**src/rtl/apb_rr_pkg.sv**
```systemverilog
// apb_rr_pkg: FSM encoding and timeout counter sizing shared by apb_rr_master.
// The timeout counter is only built when APB_TIMEOUT_EN is defined.
package apb_rr_pkg;
    localparam logic [1:0] ST_IDLE   = 2'd0;
    localparam logic [1:0] ST_SETUP  = 2'd1;
    localparam logic [1:0] ST_ACCESS = 2'd2;

    // Counter only needs to reach cycles-1, the last tolerated wait cycle.
    function automatic int tmo_width(input int cycles);
        return (cycles < 2) ? 1 : $clog2(cycles);
    endfunction
endpackage

```
**src/rtl/rr_arbiter.sv**
```systemverilog
// rr_arbiter: combinational round-robin pick; first request after i_ptr, wrapping.
// The pointer register lives in the parent.
module rr_arbiter
    import apb_rr_pkg::*;
#(
    parameter int NUM_REQ = 4,
    localparam int PW = $clog2(NUM_REQ)
) (
    input  logic [NUM_REQ-1:0] i_req,
    input  logic [PW-1:0]      i_ptr,
    output logic [NUM_REQ-1:0] o_grant
);
    logic [PW-1:0] w_k;
    logic          w_found;

    always_comb begin
        o_grant = '0;
        w_found = 1'b0;
        w_k     = '0;
        for (int i = 1; i <= NUM_REQ; i++) begin
            w_k = PW'((int'(i_ptr) + i) % NUM_REQ);
            if (!w_found && i_req[w_k]) begin
                o_grant[w_k] = 1'b1;
                w_found      = 1'b1;
            end
        end
    end
endmodule

```
**src/rtl/apb_rr_master.sv**
```systemverilog
// apb_rr_master: round-robin shares one APB master port among NUM_REQ requesters.
// Define APB_TIMEOUT_EN to terminate ACCESS phases stalled for TIMEOUT_CYCLES with rsp_err.
module apb_rr_master
    import apb_rr_pkg::*;
#(
    parameter int NUM_REQ        = 4,
    parameter int APB_ADDR_WIDTH = 32,
    parameter int APB_DATA_WIDTH = 32,
    parameter int TIMEOUT_CYCLES = 16
) (
    input  logic                               apb_pclk,
    input  logic                               apb_prstn,
    input  logic [NUM_REQ-1:0]                 req_valid,
    input  logic [NUM_REQ-1:0]                 req_write,
    input  logic [NUM_REQ*APB_ADDR_WIDTH-1:0]  req_addr,
    input  logic [NUM_REQ*APB_DATA_WIDTH-1:0]  req_wdata,
    output logic [NUM_REQ-1:0]                 req_ack,
    output logic [NUM_REQ-1:0]                 rsp_done,
    output logic [APB_DATA_WIDTH-1:0]          rsp_rdata,
    output logic                               rsp_err,
    output logic                               apb_psel,
    output logic                               apb_penable,
    output logic                               apb_pwrite,
    output logic [APB_ADDR_WIDTH-1:0]          apb_paddr,
    output logic [APB_DATA_WIDTH-1:0]          apb_pwdata,
    input  logic                               apb_pready,
    input  logic [APB_DATA_WIDTH-1:0]          apb_prdata
);
    localparam int PW = $clog2(NUM_REQ);

    logic [1:0]                r_state;
    logic [PW-1:0]             r_ptr;
    logic [NUM_REQ-1:0]        r_ack;
    logic [NUM_REQ-1:0]        r_done;
    logic [APB_DATA_WIDTH-1:0] r_rdata;
    logic                      r_psel;
    logic                      r_penable;
    logic                      r_pwrite;
    logic [APB_ADDR_WIDTH-1:0] r_paddr;
    logic [APB_DATA_WIDTH-1:0] r_pwdata;

    logic [NUM_REQ-1:0]        w_grant;
    logic [PW-1:0]             w_idx;
    logic                      w_write;
    logic [APB_ADDR_WIDTH-1:0] w_addr;
    logic [APB_DATA_WIDTH-1:0] w_wdata;

    rr_arbiter #(.NUM_REQ(NUM_REQ)) u_arb (
        .i_req   (req_valid),
        .i_ptr   (r_ptr),
        .o_grant (w_grant)
    );

    always_comb begin
        w_idx   = '0;
        w_write = 1'b0;
        w_addr  = '0;
        w_wdata = '0;
        for (int i = 0; i < NUM_REQ; i++) begin
            if (w_grant[i]) begin
                w_idx   = PW'(i);
                w_write = req_write[i];
                w_addr  = req_addr[i*APB_ADDR_WIDTH +: APB_ADDR_WIDTH];
                w_wdata = req_wdata[i*APB_DATA_WIDTH +: APB_DATA_WIDTH];
            end
        end
    end

`ifdef APB_TIMEOUT_EN
    localparam int CW = tmo_width(TIMEOUT_CYCLES);
    logic [CW-1:0] r_cnt;
    logic          r_err;
    assign rsp_err = r_err;
`else
    assign rsp_err = 1'b0;
`endif

    always_ff @(posedge apb_pclk or negedge apb_prstn) begin
        if (!apb_prstn) begin
            r_state   <= ST_IDLE;
            r_ptr     <= PW'(NUM_REQ - 1);
            r_ack     <= '0;
            r_done    <= '0;
            r_rdata   <= '0;
            r_psel    <= 1'b0;
            r_penable <= 1'b0;
            r_pwrite  <= 1'b0;
            r_paddr   <= '0;
            r_pwdata  <= '0;
`ifdef APB_TIMEOUT_EN
            r_cnt     <= '0;
            r_err     <= 1'b0;
`endif
        end else begin
            r_ack   <= '0;
            r_done  <= '0;
            r_rdata <= '0;
`ifdef APB_TIMEOUT_EN
            r_err   <= 1'b0;
`endif
            case (r_state)
                ST_IDLE: if (|req_valid) begin
                    r_ack    <= w_grant;
                    r_ptr    <= w_idx;
                    r_pwrite <= w_write;
                    r_paddr  <= w_addr;
                    r_pwdata <= w_wdata;
                    r_psel   <= 1'b1;
                    r_state  <= ST_SETUP;
                end
                ST_SETUP: begin
                    r_penable <= 1'b1;
                    r_state   <= ST_ACCESS;
`ifdef APB_TIMEOUT_EN
                    r_cnt     <= '0;
`endif
                end
                ST_ACCESS: if (apb_pready) begin
                    r_psel    <= 1'b0;
                    r_penable <= 1'b0;
                    r_done    <= NUM_REQ'(1) << r_ptr;
                    r_rdata   <= r_pwrite ? '0 : apb_prdata;
                    r_state   <= ST_IDLE;
                end
`ifdef APB_TIMEOUT_EN
                else if (r_cnt == CW'(TIMEOUT_CYCLES - 1)) begin
                    r_psel    <= 1'b0;
                    r_penable <= 1'b0;
                    r_done    <= NUM_REQ'(1) << r_ptr;
                    r_err     <= 1'b1;
                    r_state   <= ST_IDLE;
                end else begin
                    r_cnt <= r_cnt + 1'b1;
                end
`endif
                default: r_state <= ST_IDLE;
            endcase
        end
    end

    assign req_ack     = r_ack;
    assign rsp_done    = r_done;
    assign rsp_rdata   = r_rdata;
    assign apb_psel    = r_psel;
    assign apb_penable = r_penable;
    assign apb_pwrite  = r_pwrite;
    assign apb_paddr   = r_paddr;
    assign apb_pwdata  = r_pwdata;
endmodule

```
**config.mk**
```make
export PLATFORM = sky130hd
export DESIGN_NAME = apb_rr_master
export DESIGN_NICKNAME = d
export VERILOG_FILES = /design/src/rtl/apb_rr_pkg.sv /design/src/rtl/rr_arbiter.sv /design/src/rtl/apb_rr_master.sv
export SDC_FILE = /design/constraint.sdc
export NUM_CORES = 1
export LEC_CHECK = 0
export ABC_AREA = 0
export CAP_MARGIN = 10
export CORE_AREA = 5 5 156 158
export DETAILED_ROUTE_END_ITERATION = 10
export DIE_AREA = 0 0 161 163
export PLACE_DENSITY = 0.63
export SLEW_MARGIN = 20
export SYNTH_ARGS = -nofsm -noshare
export SYNTH_HDL_FRONTEND = slang
export SYNTH_HIERARCHICAL = 1
export SYNTH_SLANG_ARGS = --single-unit
```
**constraint.sdc**
```tcl
create_clock -name apb_pclk -period 4.1 [get_ports apb_pclk]
set_input_delay 0.82 -clock apb_pclk [delete_from_list [all_inputs] [get_ports apb_pclk]]
set_output_delay 0.82 -clock apb_pclk [all_outputs]
set_load 0.05 [all_outputs]
```
### After elaboration in Yosys (flattened, before gate mapping)

Cells that the tools add are included.

* $add $sub $neg: 4
* $lt $le $gt $ge: 8
* equal/unequal tests: 4
* shift-type cells: 1
* mux-type cells: 52
* bitwise gates (word level): 3
* reduce and logical (&&, ||, !) cells: 18

Operators by type and width (number)
* $mux W32: 11
* $mux W4: 8
* $mux W1: 18
* $lt A2 B3 Y1 const B: 4
* $or A4 B4 Y4: 3
* $bmux W1 S2: 4
* $demux W1 S2: 4
* $ge A2 B1 Y1 const B: 4
* $mux W2: 4
* $logic_and A1 B1 Y1: 7
* $pmux W2 S3: 1
* $reduce_and A2 Y1: 3
* $add A2 B1 Y2 const B: 2
* $add A2 B2 Y2 const B: 2
* $ne A2 B2 Y1 const B: 2
* $pmux W1 S2: 2
* $reduce_bool A2 Y1: 2
* $reduce_or A4 Y1: 1
* $shl A1 B2 Y4 const A: 1
* $logic_not A1 Y1: 3
* $reduce_and A3 Y1: 1
* $eq A2 B1 Y1 const B: 1
* $eq A2 B2 Y1 const B: 1
* $logic_not A2 Y1: 1

* bits in registers: 111
* input port bits: 299
* output and inout bits: 108
* logic and storage cells: 100

### Longest topological paths before layout

Gate-level depths: netlist of run 1.

* depth in word-level cells: 17
* depth in mapped cells: 12
* gate-level depth less buffers: 9

### By module

The synthesis of run 1 kept the hierarchy.

Modules (own cells, without submodules)
* apb_rr_master: times used 1, cells each 498, area each 5222.5 um^2, seq. area each 2780.2 um^2
* rr_arbiter: times used 1, cells each 38, area each 357.8 um^2, seq. area each 0.0 um^2

### Least setup slack after synthesis of run 1

Ideal clock, no wire load.

* path kind: register to register
* from: reg r_ptr[0]
* to: reg r_paddr[24], in the netlist apb_paddr[24]
* setup time: 95 ps
* arrival time: 3086 ps
* slack: 919 ps
* cell stages (with the launch flop): 12
* buffers on the path: 2
* clock period less this slack: 3181 ps
* cells stage by stage: dfstp_2 -> inv_1 -> ha_1 -> mux4_1 -> nor4b_4 -> nand2_1 -> o211ai_1 -> nand2b_1 -> buf_2 -> clkbuf_1 -> o22ai_1 -> o31ai_1

RTL lines
* from (decl): RTL line apb_rr_master.sv:32 `logic [PW-1:0] r_ptr;`
* from (signal assigned): RTL line apb_rr_master.sv:81 `r_ptr <= PW'(NUM_REQ - 1);`
* from (signal assigned): RTL line apb_rr_master.sv:104 `r_ptr <= w_idx;`
* branches (longest 12 deep; another with $lt A2 B3 Y1)
* $mux W4 (*): RTL line rr_arbiter.sv:22 `if (!w_found && i_req[w_k]) begin`
* net w_grant[3]: RTL line apb_rr_master.sv:42 `logic [NUM_REQ-1:0] w_grant;`
* $mux W32 (*): RTL line apb_rr_master.sv:60 `if (w_grant[i]) begin`
* to (signal assigned): RTL line apb_rr_master.sv:106 `r_paddr <= w_addr;`
* to (decl): RTL line apb_rr_master.sv:39 `logic [APB_ADDR_WIDTH-1:0] r_paddr;`

Mark *: on every way through the listed nets, which the timed path passes. The select of a mux whose other input is x is not followed.
A chain may end at the register's enable or synchronous reset.

### Final worst setup path of run 1

* from: reg r_ptr[0]
* to: reg r_pwdata[26], in the netlist apb_pwdata[26]

RTL lines
* branches (longest 12 deep; another with $lt A2 B3 Y1)
* $mux W4 (*): RTL line rr_arbiter.sv:22
* net w_grant[3]: RTL line apb_rr_master.sv:42
* $mux W32 (*): RTL line apb_rr_master.sv:60
* to (signal assigned): RTL line apb_rr_master.sv:107 `r_pwdata <= w_wdata;`
* to (decl): RTL line apb_rr_master.sv:40 `logic [APB_DATA_WIDTH-1:0] r_pwdata;`

Marks and branches as above.

==> impl_metrics.csv, run 1 <==
group,metric,value,unit
critical_path,critPathCaptureType,"flip-flop",
drt,drc,0,
global_routing,globalRouteMet1Util,0.225,
finish,multi_input_area,0.00251,sq mm
clock_network,cts.clk_slew.worst_paths,90,ps
drt,drtIter0Drc,393,
synth,yosysUniqueCellTypes,33,
critical_path,slowest_stage,"dfstp_2",
critical_path,critical-path-max-stage-delay,710,ps
global_routing,grt_overflow,0,
clock_network,clock_sinks,111,
floorplan,dieArea,0.0262,sq mm
critical_path,crit_arrival,3860,ps
synth,synth_top_family_by_area,"compound AO/OA/AOI/OAI gates",
synth,synth-edff-count,0,
critical_path,crit_path_start,"r_ptr[0]$_DFFE_PN1P_",
synth,synth-compound-area-share,0.334,
status,status,"finished clean",
synth,syn_avg_cell_area,10.4,sq um
timing,hold_viol_final,0,
floorplan,initial_core_util,0.243,
global_routing,grt_pass1_vias,6478,
finish,nNetsFinal,1212,
drt,vias,6259,
critical_path,crit_path_start_kind,"flip-flop",
finish,nFillCells,2268,
placed_design,routabilityCongestion,0.857,
floorplan,core_area,0.0230,sq mm
drt,wl_per_cell,22.3,microns
timing,max-slew-margin-rel,0.454,
floorplan,rows,56,
global_routing,met3_usage,0.0658,
synth,yosys.area_share.simple,0.0709,
floorplan,die_h,163,microns
power,vdd_drop_max,0.932,mV
synth,ys_ff_latch,111,
global_routing,grt_usage,0.194,
drt,final_antenna_net_count,0,
clock_network,post_cts_buffers,0,
finish,final-seq-area,0.00278,sq mm
synth,seq_area_frac_synth,0.498,
power,power_density,898,mW/mm^2
critical_path,worstPathRequired,4340,ps
clock_network,htreeDepth,3,
timing,fmax,277,MHz
critical_path,regToRegStartpoint,"r_ptr[0]$_DFFE_PN1P_",
critical_path,crit_fanout,34,
floorplan,die_w,161,microns
critical_path,rrSetupSlack,480,ps
synth,async_flop_share,1.00,
synth,synth_fa_ha_area_frac,0.0179,
finish,area_delta_synth_final,83.3,%
critical_path,path_cells,"inv_1 > ha_1 > mux4_1 > nor4b_4 > nand2_1 > o211ai_1 > or2_2 > buf_4 > a221oi_1 > o31ai_1",
placed_design,dp.final_hpwl,19300,microns
floorplan,ios,407,
synth,synth_ff_type,"dfrtp_1",
clock_network,clk_latency,350,ps
critical_path,r2r-end,"apb_pwdata[26]$_DFFE_PN0P_",
timing,skew,14.5,ps
clock_network,hold_buffers,0,
placed_design,dp.cells,1184,
flow_run,maxCapViolCount,0,
global_routing,busiest_layer,"met2",
drt,wl,26800,microns
synth,synthCells,536,
timing,slew_violations,0,
clock_network,numCtsBuffers,9,
synth,synth_nets,843,
critical_path,path_class,"flip-flop to flip-flop",
timing,period_minus_slack,3620,ps
drt,first_pass_iters,5,
synth,ys_warn_count,6,
timing,worst_pin_slew,818,ps
timing,fin_setup_tns,0,ps
finish,drive_gt1_frac,0.0516,
timing,finalCritPeriodShare,0.882,
clock_network,cts-resized-gates,0,
timing,rsz0062_at_grt,"false",
synth,synthMuxAreaShare,0.0215,
global_routing,grt_pass1_wl,39400,microns
clock_network,cts-root-buf,"clkbuf_16",
clock_network,cts_buffer_depth,2,
clock_network,cts_tree,"yes",
finish,stdcell_count,1201,
timing,setup_viol,0,
global_routing,globalRouteMet2Util,0.331,
power,power_leakage,3.97,nW
global_routing,grt_max_degree,67,
global_routing,antenna_found_initial,2,
synth,synth_area,0.00558,sq mm
worst_hold_path,worstHoldStart,"apb_pwdata[30]$_DFFE_PN0P_",
placed_design,io_buffer_count,405,
critical_path,cp-endpoint,"apb_pwdata[26]$_DFFE_PN0P_",
synth,yosys.area_share.xor_xnor,0,
drt,vias_per_cell,5.21,
worst_hold_path,min_path_type,"flip-flop to flip-flop",
critical_path,worst_r2r_path_depth,10,
-- cell usage after synthesis, drive strengths merged, types with 5 or more instances --
master,n,share of area
a21oi,6,0.0054
a221oi,65,0.10
and2,34,0.038
buf,8,0.012
clkbuf,54,0.036
dfrtp,109,0.49
ha,8,0.018
inv,12,0.0081
nand2,7,0.0047
nor2,7,0.0047
nor3,5,0.0045
o21ai,66,0.059
o22ai,64,0.072
o31ai,64,0.086
-- power breakdown --
group	switching, mW	total, mW	internal [mW]
registers	0.223	1.76	1.53
logic	4.13	6.56	2.43
clock network	0.447	0.872	0.424
total	4.80	9.19	4.39
-- through the flow --
step | worst slack [ps] | util | hold slack, ps | area, sq um | power [mW]
2_1_floorplan | 919 | - | 462 | 5580 | 6.02
3_3_place_gp | 346 | 0.433 | 476 | 9950 | 8.34
3_5_place_dp | 283 | 0.433 | 482 | 9950 | 8.40
4_1_cts | 460 | 0.445 | 501 | 10200 | 9.31
5_1_grt | 212 | 0.445 | 518 | 10200 | 9.81
6_report | 485 | 0.445 | 497 | 10200 | 9.19
-- cell type report --
type	count	share of cell area
Timing Repair Buffer	420	0.416
Sequential cell	111	0.272
Multi-Input combinational cell	351	0.245
Clock buffer	10	0.0224
Clock inverter	6	0.00489
Tap cell	290	0.0355
Inverter	12	0.00440
Antenna cell	1	0.000245
-- critical path, delay by kind of cell (launching register included) --
kind / cells / cell delay, ps
buffers and inverters: 2 / 560
AND/OR/NAND/NOR: 3 / 630
multiplexers: 1 / 630
AO/OA/AOI/OAI: 3 / 600
adder cells (fa/ha/maj): 1 / 350
flip-flops: 1 / 710
-- logic make-up (layout without fill, tap and decap cells) --
kind of cell             count (synthesis)  count (layout)
AO/OA/AOI/OAI                          271             271
flip-flops                             111             111
buffers and inverters                   74             448
AND/OR/NAND/NOR                         65              65
adder cells (fa/ha/maj)                  8               8
multiplexers                             6               6
other                                    1               2
-- flip-flops by register name, summed over array words and instances (netlist names) --
| name | flops |
|---|---|
| apb_paddr | 32 |
| apb_pwdata | 32 |
| rsp_rdata | 32 |
| req_ack | 4 |
| rsp_done | 4 |
| r_ptr | 2 |
| r_state | 2 |
| apb_penable | 1 |
| apb_psel | 1 |
| apb_pwrite | 1 |
-- cell usage in the layout, fill, tap and decap left out, types with 2 or more instances in the layout --
cell type	netlist	routed
and2_1	34	34
buf_12	0	7
buf_4	1	9
or2_2	1	3
clkbuf_16	0	9
a21oi_1	6	6
o22ai_1	64	64
o21ai_1	8	8
mux4_2	2	2
o31ai_1	64	64
inv_8	0	2
mux4_1	2	2
clkdlybuf4s50_1	0	404
nor2_1	7	6
dfrtp_1	109	109
ha_1	8	8
o21ai_0	58	58
mux2_2	2	2
nand2_1	7	7
inv_1	12	11
dfstp_2	2	2
o211ai_1	4	4
nor3b_1	4	4
nor3_1	5	5
clkinv_2	0	2
a221oi_1	65	65
-- worst min-delay path by stage --
stage                                 end  slack, ps  depth (start not counted)
2_1_floorplan     apb_penable$_DFFE_PN0P_        460                          1
4_1_cts        apb_pwdata[30]$_DFFE_PN0P_        500                          2
5_1_grt           apb_penable$_DFFE_PN0P_        520                          1
3_5_place_dp         apb_psel$_DFFE_PN0P_        480                          2
6_report       apb_pwdata[30]$_DFFE_PN0P_        500                          2
3_3_place_gp     apb_paddr[2]$_DFFE_PN0P_        480                          2
-- metal layers --
| layer | share of wire | wire length [microns] |
|---|---|---|
| met1 | 0.39 | 10300 |
| met4 | 0.030 | 805 |
| met3 | 0.095 | 2560 |
| met2 | 0.49 | 13100 |
| met5 | 0.00048 | 13 |
Note: power is estimated with default switching activity, not from simulation.
==> inputs of run 2 (changes only) <==
- CTS_CLUSTER_DIAMETER: unset -> 120
==> results of run 2 <==
Same layout as run 1: the final DEF is identical, and so are final timing and power.
==> inputs of run 3 (changes only) <==
- HOLD_SLACK_MARGIN: unset -> 0.06
- clock period: 4.1 -> 3.95 ns (I/O delays scaled with it)
==> run 3 against run 2 <==
Effect of this change: total power is 3.8% higher; clock skew is 5.1 ps higher; final cell count stayed put; routed wire length is 1.4% lower; largest cell class unchanged; worst hold slack worse by 12 ps; sequential power is 4% higher; clock power is 10% higher; critical endpoint is now apb_paddr[11]$_DFFE_PN0P_; register-to-register slack worse by 130 ps; maximum frequency is 0.58% higher; non-clock buffer count is 1 higher; highest routed layer is now met4; critical path type unchanged.
==> impl_metrics.csv, run 3 (synthesis results as in run 1) <==
group,metric,value,unit
status,status,"finished clean",
finish,multi_input_area,0.00251,sq mm
clock_network,numCtsBuffers,9,
finish,num_antenna_cells,0,
finish,nNetsFinal,1213,
finish,layout_commonest_cell,"clkdlybuf4s50_1",
flow_run,maxCapViolCount,0,
floorplan,dieArea,0.0262,sq mm
critical_path,path_cells,"inv_1 > ha_1 > mux4_1 > nor4b_4 > nand2_1 > o211ai_1 > nor2b_4 > buf_4 > a221oi_1 > o31ai_1",
timing,fmax,278,MHz
power,power_leakage,3.98,nW
timing,worst_pin_slew,800,ps
clock_network,hold_buffers,0,
finish,stdcell_count,1201,
drt,drc,0,
critical_path,crit_fanout,32,
clock_network,cts_buffer_depth,2,
clock_network,clk_latency,370,ps
global_routing,grt_pass1_vias,6472,
floorplan,ios,407,
floorplan,core_area,0.0230,sq mm
drt,wl,26400,microns
timing,skew,19.6,ps
drt,wl_per_cell,22.0,microns
critical_path,slowest_stage,"dfstp_2",
drt,final_antenna_net_count,0,
critical_path,crit_path_start_kind,"flip-flop",
clock_network,cts-root-buf,"clkbuf_16",
drt,vias,6263,
timing,max-slew-margin-rel,0.467,
timing,finalCritPeriodShare,0.910,
global_routing,antenna_found_initial,0,
timing,hold_viol_final,0,
critical_path,crit_arrival,3830,ps
clock_network,post_cts_buffers,0,
timing,period_minus_slack,3590,ps
clock_network,htreeDepth,3,
drt,first_pass_iters,4,
finish,final-seq-area,0.00278,sq mm
timing,setup_viol,0,
critical_path,path_class,"flip-flop to flip-flop",
finish,drive_gt1_frac,0.0538,
clock_network,clock_sinks,111,
placed_design,routabilityCongestion,0.801,
floorplan,rows,56,
placed_design,dp.final_hpwl,19600,microns
finish,nFillCells,2251,
critical_path,critPathCaptureType,"flip-flop",
critical_path,cpLargestDelayFamily,"compound AO/OA/AOI/OAI gates",
global_routing,grt_pass1_wl,39600,microns
timing,holdWs,486,ps
floorplan,die_w,161,microns
power,power_density,930,mW/mm^2
critical_path,worstPathRequired,4180,ps
drt,vias_per_cell,5.21,
clock_network,cts_tree,"yes",
timing,fin_setup_tns,0,ps
placed_design,dp.cells,1185,
floorplan,die_h,163,microns
clock_network,cts.clk_slew.worst_paths,80,ps
worst_hold_path,min_path_type,"input port to asynchronous set/reset pin",
floorplan,initial_core_util,0.243,
timing,slew_violations,0,
global_routing,grt_max_degree,68,
timing,rsz0062_at_grt,"false",
global_routing,grt_overflow,0,
drt,drtIter0Drc,378,
finish,final_util,0.446,
global_routing,grt_usage,0.195,
critical_path,critical-path-max-stage-delay,700,ps
power,vdd_drop_max,0.549,mV
critical_path,cp_num_buf_inv,2,
placed_design,io_buffer_count,405,
finish,area_delta_synth_final,83.7,%
clock_network,cts-resized-gates,0,
finish,most-common-layout-cells,"404 x clkdlybuf4s50_1, 109 x dfrtp_1, 65 x a221oi_1, 64 x o22ai_1, 64 x o31ai_1",
-- run 3: final timing paths --
| check | startpoint | end | slack [ps] | cells after the start |
|---|---|---|---|---|
| max | r_ptr[0]$_DFFE_PN1P_ | apb_paddr[11]$_DFFE_PN0P_ | 360 | 10 |
| min reg2reg | apb_psel$_DFFE_PN0P_ | apb_psel$_DFFE_PN0P_ | 490 | 2 |
| min | apb_prstn | rsp_rdata[25]$_DFF_PN0_ | 490 | 1 |
| min in group apb_pclk | apb_psel$_DFFE_PN0P_ | apb_psel$_DFFE_PN0P_ | 490 | 2 |
| max reg2reg | r_ptr[0]$_DFFE_PN1P_ | apb_paddr[11]$_DFFE_PN0P_ | 360 | 10 |
| max in group asynchronous | apb_prstn | apb_pwdata[30]$_DFFE_PN0P_ | 2640 | 2 |
-- run 3: stage by stage --
stage               setup WS (ps)  cell area, sq um  total power, mW
floorplan                     769              5580             6.25
global placement              227              9940             8.57
detailed placement            182              9940             8.65
CTS                           327             10300             9.63
global route                  115             10300             10.2
finish                        355             10300             9.53
-- run 3: routing by layer --
metal | global-route usage | wire, microns
met4 | 0.0663 | 718
met2 | 0.340 | 13000
met3 | 0.0719 | 2660
met5 | 0 | 0
met1 | 0.221 | 10000
-- run 3: final cells by class --
type | count | area share
flip-flops and latches | 111 | 0.271
clock inverters | 7 | 0.00842
well taps | 290 | 0.0354
clock buffers | 9 | 0.0220
multi-input cells | 351 | 0.244
inverters | 12 | 0.00439
repair buffers | 421 | 0.414
-- run 3: power by group --
part / switching [mW] / total [mW] / internal [mW]
Clock: 0.503 / 0.959 / 0.456
Combinational: 4.23 / 6.74 / 2.51
Sequential: 0.239 / 1.83 / 1.59
